<file path="src/rtl/wfg_drive_pat_pkg.sv">
// Shared address map, register field positions and commit-state encoding
// for the drive-pattern Wishbone register bank.
package wfg_drive_pat_pkg;

  localparam logic [11:0] ADR_CTRL    = 12'h000;
  localparam logic [11:0] ADR_CFG     = 12'h004;
  localparam logic [11:0] ADR_STATUS  = 12'h008;
  localparam logic [11:0] ADR_PATSEL0 = 12'h100;
  localparam logic [11:0] ADR_PATSEL1 = 12'h200;

  localparam int CTRL_EN_BIT        = 0;
  localparam int CTRL_COMMIT_BIT    = 1;
  localparam int CFG_BEGIN_LSB      = 0;
  localparam int CFG_END_LSB        = 8;
  localparam int CFG_CORE_SEL_BIT   = 16;
  localparam int CFG_WIDTH          = 17;
  localparam int STATUS_PENDING_BIT = 0;
  localparam int STATUS_ERRCNT_LSB  = 8;

  typedef enum logic {
    CS_IDLE    = 1'b0,
    CS_PENDING = 1'b1
  } commit_state_e;

endpackage

</file>
<file path="src/rtl/wfg_drive_pat_shadow_reg.sv">
// Byte-enabled shadow word with an active copy that loads the shadow value
// present at the clock edge where commit_i is high.
module wfg_drive_pat_shadow_reg #(
  parameter int WIDTH = 32,
  localparam int SELW = (WIDTH + 7) / 8
) (
  input  logic             clk,
  input  logic             rst_n,
  input  logic             we_i,
  input  logic [SELW-1:0]  sel_i,
  input  logic [WIDTH-1:0] wdata_i,
  input  logic             commit_i,
  output logic [WIDTH-1:0] shadow_o,
  output logic [WIDTH-1:0] active_o
);

  logic [WIDTH-1:0] shadow_q, shadow_d;
  logic [WIDTH-1:0] active_q, active_d;

  always_comb begin
    shadow_d = shadow_q;
    if (we_i) begin
      for (int b = 0; b < WIDTH; b++) begin
        if (sel_i[b/8]) shadow_d[b] = wdata_i[b];
      end
    end
    // The active copy takes the pre-edge shadow, never a same-edge write.
    active_d = commit_i ? shadow_q : active_q;
  end

  always_ff @(posedge clk or negedge rst_n) begin
    if (!rst_n) begin
      shadow_q <= '0;
      active_q <= '0;
    end else begin
      shadow_q <= shadow_d;
      active_q <= active_d;
    end
  end

  assign shadow_o = shadow_q;
  assign active_o = active_q;

endmodule

</file>
<file path="src/rtl/wfg_drive_pat_wb_regbank.sv">
// Double-buffered Wishbone register bank for the drive-pattern core; shadow
// registers are copied to the active outputs on COMMIT, deferred to sync_i while enabled.
module wfg_drive_pat_wb_regbank
  import wfg_drive_pat_pkg::*;
#(
  parameter int BUSW     = 32,
  parameter int CHANNELS = 64
) (
  input  logic                wb_clk_i,
  input  logic                wb_rst_n_i,
  input  logic                wbs_stb_i,
  input  logic                wbs_cyc_i,
  input  logic                wbs_we_i,
  input  logic [BUSW/8-1:0]   wbs_sel_i,
  input  logic [BUSW-1:0]     wbs_dat_i,
  input  logic [BUSW-1:0]     wbs_adr_i,
  output logic                wbs_ack_o,
  output logic                wbs_err_o,
  output logic [BUSW-1:0]     wbs_dat_o,
  input  logic                sync_i,
  output logic                en_q_o,
  output logic [7:0]          cfg_begin_q_o,
  output logic [7:0]          cfg_end_q_o,
  output logic                cfg_core_sel_q_o,
  output logic [CHANNELS-1:0] patsel0_q_o,
  output logic [CHANNELS-1:0] patsel1_q_o,
  output logic                commit_o
);

  localparam int NW      = CHANNELS / BUSW;
  localparam int CFG_SEL = (CFG_WIDTH + 7) / 8;

  // Bus handshake: a request is stb & cyc sampled while no termination is
  // outstanding; ack/err follows one cycle later for exactly one cycle.
  logic            ack_q, ack_d, err_q, err_d;
  logic            commit_q, commit_d;
  logic            en_q, en_d;
  logic [BUSW-1:0] dat_q, dat_d;
  logic [7:0]      errcnt_q, errcnt_d;
  commit_state_e   state_q, state_d;

  logic [9:0]      idx;
  logic [5:0]      widx;
  logic            req, wr, en_wr, commit_wr, do_copy;
  logic            hit_ctrl, hit_cfg, hit_status, hit_p0, hit_p1, mapped;
  logic            cfg_we;
  logic [NW-1:0]   p0_we, p1_we;
  logic [BUSW-1:0] rdata;

  logic [CFG_WIDTH-1:0] cfg_shadow, cfg_active;
  logic [BUSW-1:0]      p0_shadow [NW];
  logic [BUSW-1:0]      p1_shadow [NW];

  logic unused_adr;
  assign unused_adr = ^{wbs_adr_i[BUSW-1:12], wbs_adr_i[1:0]};

  assign idx        = wbs_adr_i[11:2];
  assign widx       = idx[5:0];
  assign hit_ctrl   = (idx == ADR_CTRL[11:2]);
  assign hit_cfg    = (idx == ADR_CFG[11:2]);
  assign hit_status = (idx == ADR_STATUS[11:2]);
  assign hit_p0     = (idx[9:6] == ADR_PATSEL0[11:8]) && (int'(widx) < NW);
  assign hit_p1     = (idx[9:6] == ADR_PATSEL1[11:8]) && (int'(widx) < NW);
  assign mapped     = hit_ctrl | hit_cfg | hit_status | hit_p0 | hit_p1;

  assign req = wbs_stb_i & wbs_cyc_i & ~(ack_q | err_q);
  assign wr  = req & wbs_we_i & mapped;

  always_comb begin
    rdata  = '0;
    cfg_we = wr & hit_cfg;
    p0_we  = '0;
    p1_we  = '0;
    if (hit_ctrl)   rdata[CTRL_EN_BIT] = en_q;
    if (hit_cfg)    rdata[CFG_WIDTH-1:0] = cfg_shadow;
    if (hit_status) begin
      rdata[STATUS_PENDING_BIT] = (state_q == CS_PENDING);
      rdata[STATUS_ERRCNT_LSB +: 8] = errcnt_q;
    end
    for (int i = 0; i < NW; i++) begin
      if (widx == 6'(i)) begin
        if (hit_p0) rdata = p0_shadow[i];
        if (hit_p1) rdata = p1_shadow[i];
        p0_we[i] = wr & hit_p0;
        p1_we[i] = wr & hit_p1;
      end
    end
  end

  always_comb begin
    ack_d     = req & mapped;
    err_d     = req & ~mapped;
    dat_d     = (req & ~wbs_we_i & mapped) ? rdata : '0;
    en_wr     = wr & hit_ctrl & wbs_sel_i[0];
    en_d      = en_wr ? wbs_dat_i[CTRL_EN_BIT] : en_q;
    commit_wr = en_wr & wbs_dat_i[CTRL_COMMIT_BIT];

    errcnt_d = errcnt_q;
    if (wr & hit_status)             errcnt_d = '0;
    else if (err_d && errcnt_q != 8'hFF) errcnt_d = errcnt_q + 8'd1;

    // EN as it stands after this write decides between immediate and deferred copy.
    state_d = state_q;
    do_copy = 1'b0;
    unique case (state_q)
      CS_IDLE: begin
        if (commit_wr) begin
          if (en_d) state_d = CS_PENDING;
          else      do_copy = 1'b1;
        end
      end
      CS_PENDING: begin
        if (sync_i || (en_wr && !wbs_dat_i[CTRL_EN_BIT])) begin
          do_copy = 1'b1;
          state_d = CS_IDLE;
        end
      end
      default: state_d = CS_IDLE;
    endcase
    commit_d = do_copy;
  end

  always_ff @(posedge wb_clk_i or negedge wb_rst_n_i) begin
    if (!wb_rst_n_i) begin
      ack_q    <= 1'b0;
      err_q    <= 1'b0;
      dat_q    <= '0;
      commit_q <= 1'b0;
      en_q     <= 1'b0;
      errcnt_q <= '0;
      state_q  <= CS_IDLE;
    end else begin
      ack_q    <= ack_d;
      err_q    <= err_d;
      dat_q    <= dat_d;
      commit_q <= commit_d;
      en_q     <= en_d;
      errcnt_q <= errcnt_d;
      state_q  <= state_d;
    end
  end

  wfg_drive_pat_shadow_reg #(.WIDTH(CFG_WIDTH)) u_cfg (
    .clk      (wb_clk_i),
    .rst_n    (wb_rst_n_i),
    .we_i     (cfg_we),
    .sel_i    (wbs_sel_i[CFG_SEL-1:0]),
    .wdata_i  (wbs_dat_i[CFG_WIDTH-1:0]),
    .commit_i (do_copy),
    .shadow_o (cfg_shadow),
    .active_o (cfg_active)
  );

  for (genvar g = 0; g < NW; g++) begin : g_word
    wfg_drive_pat_shadow_reg #(.WIDTH(BUSW)) u_p0 (
      .clk      (wb_clk_i),
      .rst_n    (wb_rst_n_i),
      .we_i     (p0_we[g]),
      .sel_i    (wbs_sel_i),
      .wdata_i  (wbs_dat_i),
      .commit_i (do_copy),
      .shadow_o (p0_shadow[g]),
      .active_o (patsel0_q_o[BUSW*g +: BUSW])
    );
    wfg_drive_pat_shadow_reg #(.WIDTH(BUSW)) u_p1 (
      .clk      (wb_clk_i),
      .rst_n    (wb_rst_n_i),
      .we_i     (p1_we[g]),
      .sel_i    (wbs_sel_i),
      .wdata_i  (wbs_dat_i),
      .commit_i (do_copy),
      .shadow_o (p1_shadow[g]),
      .active_o (patsel1_q_o[BUSW*g +: BUSW])
    );
  end

  assign wbs_ack_o        = ack_q;
  assign wbs_err_o        = err_q;
  assign wbs_dat_o        = dat_q;
  assign commit_o         = commit_q;
  assign en_q_o           = en_q;
  assign cfg_begin_q_o    = cfg_active[CFG_BEGIN_LSB +: 8];
  assign cfg_end_q_o      = cfg_active[CFG_END_LSB +: 8];
  assign cfg_core_sel_q_o = cfg_active[CFG_CORE_SEL_BIT];

endmodule

</file>
<file path="config.mk">
export PLATFORM = sky130hd
export DESIGN_NAME = wfg_drive_pat_wb_regbank
export DESIGN_NICKNAME = d
export VERILOG_FILES = /design/src/rtl/wfg_drive_pat_pkg.sv /design/src/rtl/wfg_drive_pat_shadow_reg.sv /design/src/rtl/wfg_drive_pat_wb_regbank.sv
export SDC_FILE = /design/constraint.sdc
export NUM_CORES = 1
export LEC_CHECK = 0
export CAP_MARGIN = 5
export CORE_MARGIN = 2
export CORE_UTILIZATION = 35
export CTS_CLUSTER_DIAMETER = 100
export DETAILED_ROUTE_END_ITERATION = 7
export MAX_ROUTING_LAYER = met4
export PLACE_DENSITY = 0.55
export SETUP_SLACK_MARGIN = 0.5
export SYNTH_ARGS = -nofsm -noshare
export SYNTH_HDL_FRONTEND = slang
export SYNTH_SLANG_ARGS = --single-unit
</file>
<file path="constraint.sdc">
create_clock -name wb_clk_i -period 2.2 [get_ports wb_clk_i]
set_clock_uncertainty 0.15 [all_clocks]
set_input_delay 0.44 -clock wb_clk_i [delete_from_list [all_inputs] [get_ports wb_clk_i]]
set_output_delay 0.44 -clock wb_clk_i [all_outputs]
set_load 0.01 [all_outputs]
</file>
======== Word level (Yosys, flattened, before mapping) ========
Cells that the tools add are included.
W data, S select, Z words.
cells by class
  add/sub/neg operators ................... 1
  $lt $le $gt $ge ......................... 1
  equal/unequal tests ..................... 6
  muxes and demuxes ....................... 26
  bitwise logic cells ..................... 24
  reduce and logical (&&, ||, !) cells .... 28
operators with widths
  operator               count
  $mux W32               7
  $reduce_and A2 Y1      19
  $mux W8                3
  $mux W17               1
  $and A1 B1 Y1          15
  $mux W1                13
  $eq A10 B1 Y1 const B  1
  $eq A10 B2 Y1 const B  1
  $logic_not A10 Y1      1
  $add A8 B1 Y8 const B  1
  $ne A8 B8 Y1 const B   1
  $eq A6 B1 Y1 const B   1
  $logic_not A6 Y1       1
  $lt A6 B2 Y1 const B   1
  $or A1 B1 Y1           5
  $eq A4 B1 Y1 const B   1
  $eq A4 B2 Y1 const B   1
  $logic_and A1 B1 Y1    4
  $not A1 Y1             4
  $pmux W1 S2            2
  $reduce_bool A2 Y1     1
  $logic_not A1 Y1       1
  $logic_or A1 B1 Y1     1
word-level totals
  bits in registers ....................... 335
  input bits .............................. 74
  output and inout bits ................... 181
  logic and storage cells ................. 117

======== Longest topological paths before layout ========
Gate-level depths: netlist of run 1.
  depth after elaboration ................. 12
  depth in mapped cells ................... 8
  mapped depth without buffers ............ 6

======== By module ========
A second synthesis of run 1 with hierarchy kept.
unflattened totals
  cell total of the unflattened synthesis .. 961
  area, all modules ....................... 13,993.4 µm²
modules (own cells, without submodules)
  module                                         times used  cells an instance  area an instance (µm²)  seq. area each (µm²)
  wfg_drive_pat_shadow_reg (g_word[0].u_p0 ...)  4           136                2,396.0                 1,601.5
  wfg_drive_pat_wb_regbank                       1           344                3,090.5                 1,126.1
  wfg_drive_pat_shadow_reg (u_cfg)               1           73                 1,318.8                 850.8

======== Worst setup path before layout of run 1 ========
No wires, ideal clock.
  path kind ............................... input to register
  start point ............................. input port wbs_adr_i[2]
  end point ............................... register g_word[0].u_p0.active_q[0]
  setup time .............................. 0.125 ns
  arrival time ............................ 2.087 ns
  required time ........................... 1.925 ns
  path slack .............................. -0.162 ns
  stages .................................. 8
  buffers on the path ..................... 3
  path through ............................ buf_2 -> nor4bb_1 -> nand4_2 -> nor3b_2 -> o22a_2 -> buf_12 -> buf_12 -> mux2_4
on the way
  longest elaborated chain between the ends .. 12
  elaborated cells on any way between the ends .. 21
  those cells by class .................... order compare (1); eq/ne (2); mux (5); bitwise (8); reduce/logical (5)
RTL lines
  element                                                               RTL line                                                          text
  start, declared                                                       wfg_drive_pat_wb_regbank.sv:16                                    input logic [BUSW-1:0] wbs_adr_i,
  parallel branches: the longest is 6 deep, another holds $lt A6 B2 Y1  --
  $and A1 B1 Y1 (*) (2 in a row)                                        wfg_drive_pat_wb_regbank.sv:94                                    en_wr = wr & hit_ctrl & wbs_sel_i[0];
  $mux W1 / $logic_and A1 B1 Y1 (equally long branches)                 wfg_drive_pat_wb_regbank.sv:95, wfg_drive_pat_wb_regbank.sv:113
  $mux W1 / $logic_or A1 B1 Y1 (equally long branches)                  wfg_drive_pat_wb_regbank.sv:108, wfg_drive_pat_wb_regbank.sv:113
  $mux W1, on equally long branches                                     wfg_drive_pat_wb_regbank.sv:107, wfg_drive_pat_wb_regbank.sv:113
  $pmux W1 S2 (*)                                                       wfg_drive_pat_wb_regbank.sv:105                                   unique case (state_q)
  end signal, assigned                                                  wfg_drive_pat_shadow_reg.sv:37                                    active_q <= active_d;
  end, declared                                                         wfg_drive_pat_shadow_reg.sv:18                                    logic [WIDTH-1:0] active_q, active_d;
Every way passes the cells marked *.
A chain may end at the register's enable or synchronous reset.

======== Worst setup path after layout of run 1 ========
  start point ............................. register err_q, in the netlist wbs_err_o
  end point ............................... register g_word[0].u_p1.active_q[25]
on the way
  longest elaborated chain between the ends .. 11
  elaborated cells on any way between the ends .. 15
  those cells by class .................... mux (5); bitwise (8); reduce/logical (2)
RTL lines
  element                                                RTL line                                                          text
  start, declared                                        wfg_drive_pat_wb_regbank.sv:35                                    logic ack_q, ack_d, err_q, err_d;
  start signal, assigned                                 wfg_drive_pat_wb_regbank.sv:134                                   err_q <= err_d;
  $or A1 B1 Y1 (*)                                       wfg_drive_pat_wb_regbank.sv:66                                    assign req = wbs_stb_i & wbs_cyc_i & ~(ack_q | err_q);
  $not A1 Y1 (*)                                         wfg_drive_pat_wb_regbank.sv:66
  $and A1 B1 Y1 (*)                                      wfg_drive_pat_wb_regbank.sv:66
  $and A1 B1 Y1 (*) (2 in a row)                         wfg_drive_pat_wb_regbank.sv:67                                    assign wr = req & wbs_we_i & mapped;
  $and A1 B1 Y1 (*) (2 in a row)                         wfg_drive_pat_wb_regbank.sv:94
  $mux W1 / $logic_and A1 B1 Y1 (equally long branches)  wfg_drive_pat_wb_regbank.sv:95, wfg_drive_pat_wb_regbank.sv:113
  $mux W1 / $logic_or A1 B1 Y1 (equally long branches)   wfg_drive_pat_wb_regbank.sv:108, wfg_drive_pat_wb_regbank.sv:113
  $mux W1, on equally long branches                      wfg_drive_pat_wb_regbank.sv:107, wfg_drive_pat_wb_regbank.sv:113
  $pmux W1 S2 (*)                                        wfg_drive_pat_wb_regbank.sv:105
  end signal, assigned                                   wfg_drive_pat_shadow_reg.sv:37
  end, declared                                          wfg_drive_pat_shadow_reg.sv:18
Every way passes the cells marked *; elsewhere a longest branch is shown, timed or not.

==> results of run 1 <==
final cells by class:
cell class	count	area, µm²
fillers	3598	20360
inverters	2	7.507
repair buffers	385	4075
clock inverters	10	52.55
well taps	532	665.6
multi-input cells	554	5983
flip-flops and latches	335	8383
diodes	4	10.01
clock buffers	60	1197
stage by stage:
step	hold slack (ns)	setup TNS [ns]	instances
after floorplan	-0.005591	-14.36	952
after global placement	0.1669	-185.69	1766
after detailed placement	0.1642	-189.13	1766
after CTS	0.2071	-9.023	1847
after global routing	0.2236	-17.54	1882
final	0.2125	-5.985	1882
cell usage in the layout (no fill, tap or decap), types with 3 or more instances in the layout:
cell type,count
dfrtp_1,335
clkdlybuf4s50_1,175
mux2_2,146
mux2_4,143
buf_4,71
clkbuf_16,45
buf_12,43
clkbuf_2,39
o22ai_1,31
buf_6,31
nor2_1,30
mux2i_1,25
o21ai_0,18
and3_4,15
a221oi_1,12
nor2_4,11
a221oi_2,10
a21oi_1,10
clkbuf_8,10
nand2_1,9
a22o_1,9
a22oi_1,9
clkinv_2,9
clkbuf_1,9
a221o_1,8
a211oi_1,6
xor2_1,5
buf_2,5
buf_8,5
diode_2,4
nand4_1,4
buf_16,4
dlygate4sd2_1,4
nand3_1,3
nor2b_1,3
mux2_1,3
and3_1,3
kinds of logic (layout without fill, tap and decap cells):
kind of cell | Yosys count | count (layout) | share of synthesized area, %
compound gates | 124 | 124 | 6.685
xor+xnor | 6 | 6 | 0.3651
fa+ha+maj | 1 | 1 | 0.08691
flops | 335 | 335 | 58.24
other cells | 0 | 4 | 0
buf+inv | 63 | 457 | 3.321
mux | 317 | 317 | 27.19
simple gates | 106 | 106 | 4.112
path summary, 6_finish.rpt:
| kind | start | to | slack, ns | depth (start not counted) |
|---|---|---|---|---|
| worst max-delay path | wbs_err_o$_DFF_PN0_ | g_word[0].u_p1.active_o[25]$_DFFE_PN0P_ | -0.07 | 7 |
| worst min-delay path | wb_rst_n_i | g_word[1].u_p1.active_o[21]$_DFFE_PN0P_ | 0.21 | 2 |
| worst max register to register | wbs_err_o$_DFF_PN0_ | g_word[0].u_p1.active_o[25]$_DFFE_PN0P_ | -0.07 | 7 |
| worst min register to register | g_word[1].u_p0.active_o[24]$_DFFE_PN0P_ | g_word[1].u_p0.active_o[24]$_DFFE_PN0P_ | 0.36 | 1 |
| max in group asynchronous | wb_rst_n_i | g_word[1].u_p0.active_o[6]$_DFFE_PN0P_ | 0.91 | 4 |
| min in group wb_clk_i | wbs_adr_i[2] | state_q$_DFF_PN0_ | 0.27 | 5 |
per-layer routing:
metal / vias up / part of all wire [%] / wire length (µm) / track usage, %
li1: 4274 / - / - / -
met1: 4940 / 46 / 19320 / 26.98
met2: 199 / 48 / 20430 / 31.43
met3: 48 / 4.1 / 1725 / 3.391
met4: 0 / 1.6 / 694 / 5.218
met5: - / 0 / 0 / -
cell usage after synthesis, drive strengths merged, types with 10 or more instances:
master | count | share of area, %
mux2i | 25 | 1.7
o22ai | 31 | 1.3
mux2 | 292 | 25
nor2 | 41 | 1.1
nand2 | 14 | 0.37
and3 | 18 | 0.78
o21ai | 18 | 0.63
clkbuf | 22 | 0.57
a221oi | 22 | 1.8
a21oi | 10 | 0.35
dfrtp | 335 | 58
buf | 39 | 2.7
repair_timing:
action	4_1_cts	5_1_grt
setup buffers	6	26
pin swaps	4	15
cloned	4	5
endpoints found under the hold margin	312	0
setup endpoints to repair	512	512
gates resized for setup	49	202
hold buffers	1	0
power breakdown:
group          total [W]  leakage, nW  internal, W  switching, W
Combinational   0.000691         4.32     0.000288      0.000403
Clock            0.00627        0.623      0.00374       0.00254
Sequential       0.00629         4.67      0.00622     0.0000717
state kept, by name, indices dropped and copies added, names as in the netlist:
| signal | cells |
|---|---|
| g_word.u_p0.active_o | 64 |
| g_word.u_p0.shadow_o | 64 |
| g_word.u_p1.active_o | 64 |
| g_word.u_p1.shadow_o | 64 |
| wbs_dat_o | 32 |
| u_cfg.active_o | 17 |
| u_cfg.shadow_o | 17 |
| errcnt_q | 8 |
| commit_o | 1 |
| en_q_o | 1 |
| state_q | 1 |
| wbs_ack_o | 1 |
| wbs_err_o | 1 |
==> impl_metrics.ini, run 1 <==
[global_route]
grt_first_pass_wirelength_um = 62280
antenna_found_initial = 4
grt_max_degree = 65
grtUsageTotal_pct = 20.00
grt_pass1_vias = 9765
globalRoute.totalOverflow = 0

[logic_synthesis]
netlist_instances = 952
synth_area_um2 = 14390
synth_edf_count = 0
syn_nets = 1027
async_flop_share_pct = 100.0
yosysSeqAreaShare_pct = 58.24
yosys_warnings = 0
avgSynthCellArea_um2 = 15.12
ys.flop_type = dfrtp_1
synth-seq-cells = 335
yosysUniqueCellTypes = 55

[sta]
rsz0062_at_grt = true
period_needed_ns = 2.275
worst_pin_slew_ns = 0.3667
maxClockFrequency_ghz = 0.4396
fin_crit_sh_pct = 103.4
fin_ws_ns = -0.07457
final_hold_viol_count = 0
finalSetupViolCount = 142
relSlewSlack_pct = 75.56
slew_violations = 0

[routing]
ant_nets = 0
drc_errors = 0
wl_per_cell_um = 22.41
via_per_inst = 5.027
wirelength_um = 42170
drtIter0Drc = 443
dr.pass1.iters = 5
vias = 9461

[floorplanning]
fp.dieH_um = 206.8
start_util_pct = 35.33
rows = 74
dieArea_um2 = 42760
die_w_um = 206.8
core_um2 = 40740
ios = 255

[clocking]
clock_tree.buffer_depth = 3
cts_tree = yes
clock-sinks = 335
cts.htree.levels = 2
clkTransAtPathRegs_ns = 0.06
cts_buffers = 38
clk_latency_ns = 0.53
cts-root-buf = clkbuf_16

[setup_path]
path_max_fanout = 9
path_class = reg -> reg
cp_top_family = simple AND/OR/NAND/NOR gates
start_kind = flop
end_kind = flop
critical_path.max_stage_delay_ns = 0.38
critPathBufInv = 2
critical_path.cell_chain = and4bb_4, nand4_4, nor3b_2, o22a_4, buf_12, clkbuf_16, mux2_4
cp.arrival_ns = 2.54
slowest_stage = dfrtp_1
cp.required_ns = 2.46

[place]
port_buffers = 232
gp_congestion = 0.7615
place_area_um2 = 18340
dpl.hpwl_um = 28110
dp_slack_ns = -0.7128

[status]
violations = setup timing
status = finished, violations left

[power_and_ir_drop]
pwr_density_cell_nw_per_um2 = 650.5
finalPower_w = 0.01325
irDropWorstVdd_uv = 417.8
leakage_nw = 9.617

[final_layout]
area_delta_synth_final_pct = 41.55
final_util_pct = 50.01
final_cell_area_um2 = 20370
fin_nets = 1391
drive_gt1_share_pct = 45.69

[hold_path]
min_path_type = in -> async

[flow_run]
cap_violations = 0
Note: power is estimated with default switching activity, not from simulation.
==> run 2, diff against run 1 <==
CTS_CLUSTER_DIAMETER = 30   (was 100)
SKIP_LAST_GASP = 1   (was not set)
==> run 2 against run 1 <==
  * The run still ends with setup timing left
  * Die area did not move
  * Largest power group is now the clock network
  * Cell area rose by 8.1%
  * Via count rose by 2.2%
  * Core utilization rose by 4.0 points
  * Combinational power fell by 0.6%
  * Non-clock buffer count fell by 15
  * Clock power rose by 100%
  * Largest cell class unchanged
  * Routed wire length rose by 1.3%
==> impl_metrics.ini, run 2 (synthesis gave the netlist of run 1 again) <==
[power_and_ir_drop]
seqPwrFrac_pct = 32.2
p_int_w = 0.01542
pwr_density_cell_nw_per_um2 = 889.0
p_switching_w = 0.004157
pwr-share-clk_pct = 64.3
irDropWorstVdd_uv = 494.0
leakage_nw = 10.27
switching_share_pct = 21.24
power_frac_comb_pct = 3.5

[place]
port_buffers = 232
dp_slack_ns = -0.7128
dp.cells = 1766
gp_congestion = 0.7615
place_area_um2 = 18340
dpl.hpwl_um = 28110

[global_route]
grt_first_pass_wirelength_um = 63690
globalRoute.totalOverflow = 0
grt_max_degree = 65
antenna_found_initial = 5
grtUsageTotal_pct = 20.49
grt_pass1_vias = 10301

[sta]
hold_ws_ns = 0.1744
period_needed_ns = 2.262
worst_pin_slew_ns = 0.3792
relSlewSlack_pct = 74.72
finalSetupViolCount = 249
rsz0062_at_grt = true
tns_ns = -6.586
maxClockFrequency_ghz = 0.4420
slew_violations = 0
fin_ws_ns = -0.06234
final_hold_viol_count = 0
fin_crit_sh_pct = 102.8

[final_layout]
area_delta_synth_final_pct = 52.96
drive_gt1_share_pct = 44.42
final_cell_area_um2 = 22020
layout_commonest_cell = dfrtp_1
fin_cells = 1944
mostFrequentLayoutCells = 335 x dfrtp_1, 215 x clkdlybuf4s50_1, 147 x mux2_2
fin_nets = 1420

[setup_path]
path_max_fanout = 15
cp.required_ns = 2.50
path_class = reg -> reg
cp.arrival_ns = 2.56
end_kind = flop
start_kind = flop

[floorplanning]
core_um2 = 40740
start_util_pct = 35.33
dieArea_um2 = 42760
die_w_um = 206.8
ios = 255
fp.dieH_um = 206.8
rows = 74

[routing]
dr.pass1.iters = 4
ant_nets = 0
wl_per_cell_um = 21.97
via_per_inst = 4.976
drtIter0Drc = 439
wirelength_um = 42710
vias = 9673
drc_errors = 0

[clocking]
clock_tree.buffer_depth = 3
cts-root-buf = clkbuf_16
cts_tree = yes
clkTransAtPathRegs_ns = 0.04
cts_buffers = 82
clk_latency_ns = 0.58
cts.htree.levels = 3
clock-sinks = 335

[status]
violations = setup timing
status = finished, violations left

[hold_path]
min_path_type = in -> async

[flow_run]
cap_violations = 0
## run 2: worst max-delay path: stages (launching register included)
cell and delay, ns:
dfrtp_1 0.37, and4bb_2 0.37, nand4_4 0.13, nor2_1 0.19, o22a_4 0.24, buf_12 0.18, buf_12 0.18, mux2_4 0.31
## run 2: path summary, 6_finish.rpt
| path | cells after the start | slack [ns] | startpoint | end |
|---|---|---|---|---|
| worst max-delay path | 7 | -0.06 | wbs_err_o$_DFF_PN0_ | g_word[1].u_p1.active_o[14]$_DFFE_PN0P_ |
| worst min-delay path | 2 | 0.17 | wb_rst_n_i | g_word[1].u_p1.active_o[21]$_DFFE_PN0P_ |
| worst max register to register | 7 | -0.06 | wbs_err_o$_DFF_PN0_ | g_word[1].u_p1.active_o[14]$_DFFE_PN0P_ |
| worst min register to register | 1 | 0.34 | g_word[0].u_p1.active_o[17]$_DFFE_PN0P_ | g_word[0].u_p1.active_o[17]$_DFFE_PN0P_ |
| max in group asynchronous | 4 | 0.95 | wb_rst_n_i | u_cfg.shadow_o[6]$_DFFE_PN0P_ |
| min in group wb_clk_i | 5 | 0.27 | wbs_adr_i[2] | state_q$_DFF_PN0_ |
## run 2: final cells by class
cell class              count  area (µm²)
diodes                      5       12.51
inverters                   2       7.507
multi-input cells         554        5921
repair buffers            370        4111
clock inverters            42       599.3
well taps                 532       665.6
flip-flops and latches    335        8383
fillers                  3431       18720
clock buffers             104        2316
## run 2: what timing repair did
action | CTS | global route
hold buffers | 1 | 0
cloned | 2 | 5
hold endpoints to repair | 312 | 0
pin swaps | 6 | 12
resized for setup | 75 | 76
setup buffers | 10 | 9
setup endpoints to repair | 512 | 512
## run 2: power by group through the flow
stage / combinational [W] / sequential, W / clock, W
after global routing: 0.000763 / 0.00631 / 0.0131
after detailed placement: 0.000660 / 0.00640 / 0
after floorplan: 0.000234 / 0.00638 / 0
after global placement: 0.000652 / 0.00640 / 0
after CTS: 0.000669 / 0.00631 / 0.0128
final: 0.000687 / 0.00631 / 0.0126
## run 2: per-layer routing
layer	track usage [%]	up-vias	wire length, µm
li1	-	4367	-
met1	26.49	4994	18920
met2	31.93	255	20800
met3	4.364	57	2170
met4	7.270	0	823
met5	-	-	0
## run 2: stage by stage
| stage | utilization, % | total power, W |
|---|---|---|
| finish | 54.04 | 0.01957 |
| CTS | 52.81 | 0.01976 |
| floorplan | - | 0.006615 |
| detailed placement | 45.02 | 0.007059 |
| global route | 54.04 | 0.02021 |
| global placement | 45.02 | 0.007050 |
==> run 3, diff against run 2 <==
ABC_AREA = 1   (was not set)
ABC_CLOCK_PERIOD_IN_PS = 2200   (was not set)
==> run 3 against run 2 <==
  * The run now ends clean
  * Synthesized cell count is 75% higher
  * Cell count is 36% higher
  * Synthesized area is 0.11% higher
  * Clock power is 9% lower
  * Critical path type unchanged
  * Critical endpoint is now g_word[0].u_p1.shadow_o[6]$_DFFE_PN0P_
  * Largest cell class unchanged
==> impl_metrics.ini, run 3 <==
[routing]
drtIter0Drc = 832
wl_met1_um = 22440
wirelength_um = 49340
drc_errors = 0
met2_length_um = 23620
ant_nets = 0
vias = 13072
via_per_inst = 4.959
met3_length_um = 2123
highest-signal-layer = met4
wl_per_cell_um = 18.72
dr.pass1.iters = 5

[final_layout]
final_util_pct = 53.77
fin_nets = 2118
area_delta_synth_final_pct = 52.00
final_cell_area_um2 = 21900
mostFrequentLayoutCells = 508 x nand2_1, 334 x dfrtp_1, 180 x nand3_1
fin_cells = 2636
layout_commonest_cell = nand2_1
drive_gt1_share_pct = 22.54

[power_and_ir_drop]
pwr_density_cell_nw_per_um2 = 845.9
p_switching_w = 0.004037
power_frac_comb_pct = 3.9
switching_share_pct = 21.79
pwr-share-clk_pct = 62.1
p_int_w = 0.01449
seqPwrFrac_pct = 34.0
irDropWorstVdd_uv = 531.7
leakage_nw = 11.26

[clocking]
clkTransAtPathRegs_ns = 0.04
clock-sinks = 335
cts_tree = yes
cts.htree.levels = 3
cts_buffers = 76
clk_latency_ns = 0.58
clock_tree.buffer_depth = 3
cts-root-buf = clkbuf_16

[sta]
maxClockFrequency_ghz = 0.4926
slew_violations = 0
fin_crit_sh_pct = 92.28
finalSetupViolCount = 0
rsz0062_at_grt = true
worst_pin_slew_ns = 0.6035
final_hold_viol_count = 0
hold_ws_ns = 0.2488
relSlewSlack_pct = 59.64
period_needed_ns = 2.030

[flow_run]
cap_violations = 0

[global_route]
grt_first_pass_wirelength_um = 76560
globalRoute.totalOverflow = 0
grtUsageTotal_pct = 23.98
grt_pass1_vias = 13427
antenna_found_initial = 1
grt_max_degree = 56

[logic_synthesis]
synth_edf_count = 0
yosys-top-cells-area = dfrtp_1 58%, nand2_1 14%, nand3_1 7.5%
async_flop_share_pct = 100.0
yosys_warnings = 0
yosysUniqueCellTypes = 30
netlist_instances = 1663
synth_top_area_share_pct = 58.17
synth_commonest_cells = 529 x nand2_1, 335 x dfrtp_1, 217 x nand3_1, 121 x o21ai_1
synth_area_um2 = 14410
ys.flop_type = dfrtp_1
synthDominantAreaCellType = dfrtp_1
synth-seq-cells = 335
yosysSeqAreaShare_pct = 58.17
syn_nets = 1738
avgSynthCellArea_um2 = 8.665
synth_most_common_cell = nand2_1

[setup_path]
cp.required_ns = 2.49
critical_path.max_stage_delay_ns = 0.38
crit_start = wbs_ack_o$_DFF_PN0_
cp.arrival_ns = 2.32
timing.rr.start = wbs_ack_o$_DFF_PN0_
critical_path.cell_chain = nor2_1, nand3_2, nor2_4, buf_4, nand2_2, inv_4, nand2_4, nor2_4, buf_6, nand2_4, nand2_1, o21ai_1
start_kind = flop
path_class = reg -> reg
path_max_fanout = 16
end_kind = flop
slowest_stage = dfrtp_1

[floorplanning]
start_util_pct = 35.37
fp.dieH_um = 206.9
die_w_um = 206.9
core_um2 = 40740
dieArea_um2 = 42810
rows = 74
ios = 255

[place]
place_area_um2 = 18650
port_buffers = 232
gp_congestion = 0.8847
dp.cells = 2459
dpl.hpwl_um = 33310

[hold_path]
min_path_type = in -> async

[status]
status = finished clean
## run 3: cell count changes after synthesis, sizes merged, moves of 11 or more
cell	change
a21oi	+43
a221oi	-21
and3	-18
buf	+27
clkbuf	+11
inv	+92
mux2	-292
mux2i	-25
nand2	+526
nand3	+213
nor3	+17
o211ai	+29
o21ai	+191
o22ai	-30
## run 3: final timing paths
| check | to | slack, ns | cells after the start |
|---|---|---|---|
| max | g_word[0].u_p1.shadow_o[6]$_DFFE_PN0P_ | 0.17 | 12 |
| min reg2reg | u_cfg.active_o[6]$_DFFE_PN0P_ | 0.31 | 2 |
| min | u_cfg.active_o[3]$_DFFE_PN0P_ | 0.25 | 2 |
| min in group wb_clk_i | u_cfg.active_o[6]$_DFFE_PN0P_ | 0.31 | 2 |
| max reg2reg | g_word[0].u_p1.shadow_o[6]$_DFFE_PN0P_ | 0.17 | 12 |
| max in group asynchronous | g_word[0].u_p1.shadow_o[20]$_DFFE_PN0P_ | 0.96 | 3 |
## run 3: metrics by stage
stage                     power (W)  TNS, ns  worst slack [ns]
final                       0.01853        0            0.1699
after global routing        0.01910        0           0.04927
after CTS                   0.01865        0            0.1442
after detailed placement   0.007046  -153.32           -0.6429
after global placement     0.007028  -146.96           -0.5407
after floorplan            0.006621        0            0.2273
## run 3: cell families (layout without fill, tap and decap cells)
kind of cell	Yosys count	after routing	synth area share, %
and+or+nand+nor	828	831	24.40
DFF	335	335	58.17
AOI/OAI and AO/OA	306	306	11.42
buffers and inverters	193	630	5.922
adders and majority gates	1	1	0.08681
other	0	1	0
## run 3: power groups by stage
stage                     Clock (W)  Combinational [W]  Sequential [W]
after global routing         0.0120           0.000806         0.00630
after floorplan                   0           0.000248         0.00637
after detailed placement          0           0.000665         0.00638
final                        0.0115           0.000730         0.00629
after CTS                    0.0117           0.000693         0.00629
after global placement            0           0.000652         0.00638
## run 3: layout make-up
cell class                      count  area [µm²]
Antenna cell                        1       2.502
Clock buffer                      105        2233
Clock inverter                     33       415.4
Fill cell                        3830       18840
Inverter                           94       365.4
Multi-Input combinational cell   1138        5772
Sequential cell                   335        8384
Tap cell                          532       665.6
Timing Repair Buffer              398        4065
## run 3: critical path: cells and delay by family, from the launching register on
kind,cells,cell delay (ns)
and+or+nand+nor,8,0.91
buffers and inverters,3,0.40
AOI/OAI and AO/OA,1,0.06
DFF,1,0.38
## run 3: layer usage
metal / vias up / track usage, %
met5: - / -
li1: 6297 / -
met3: 77 / 3.940
met4: 0 / 8.029
met1: 6391 / 31.86
met2: 307 / 37.46
## run 3: what timing repair did
action	CTS	global route
setup endpoints to repair	514	514
gates resized for setup	415	33
pin swaps	22	6
hold buffers	1	0
buffers inserted	21	4
cloned	7	5
endpoints found under the hold margin	37	0
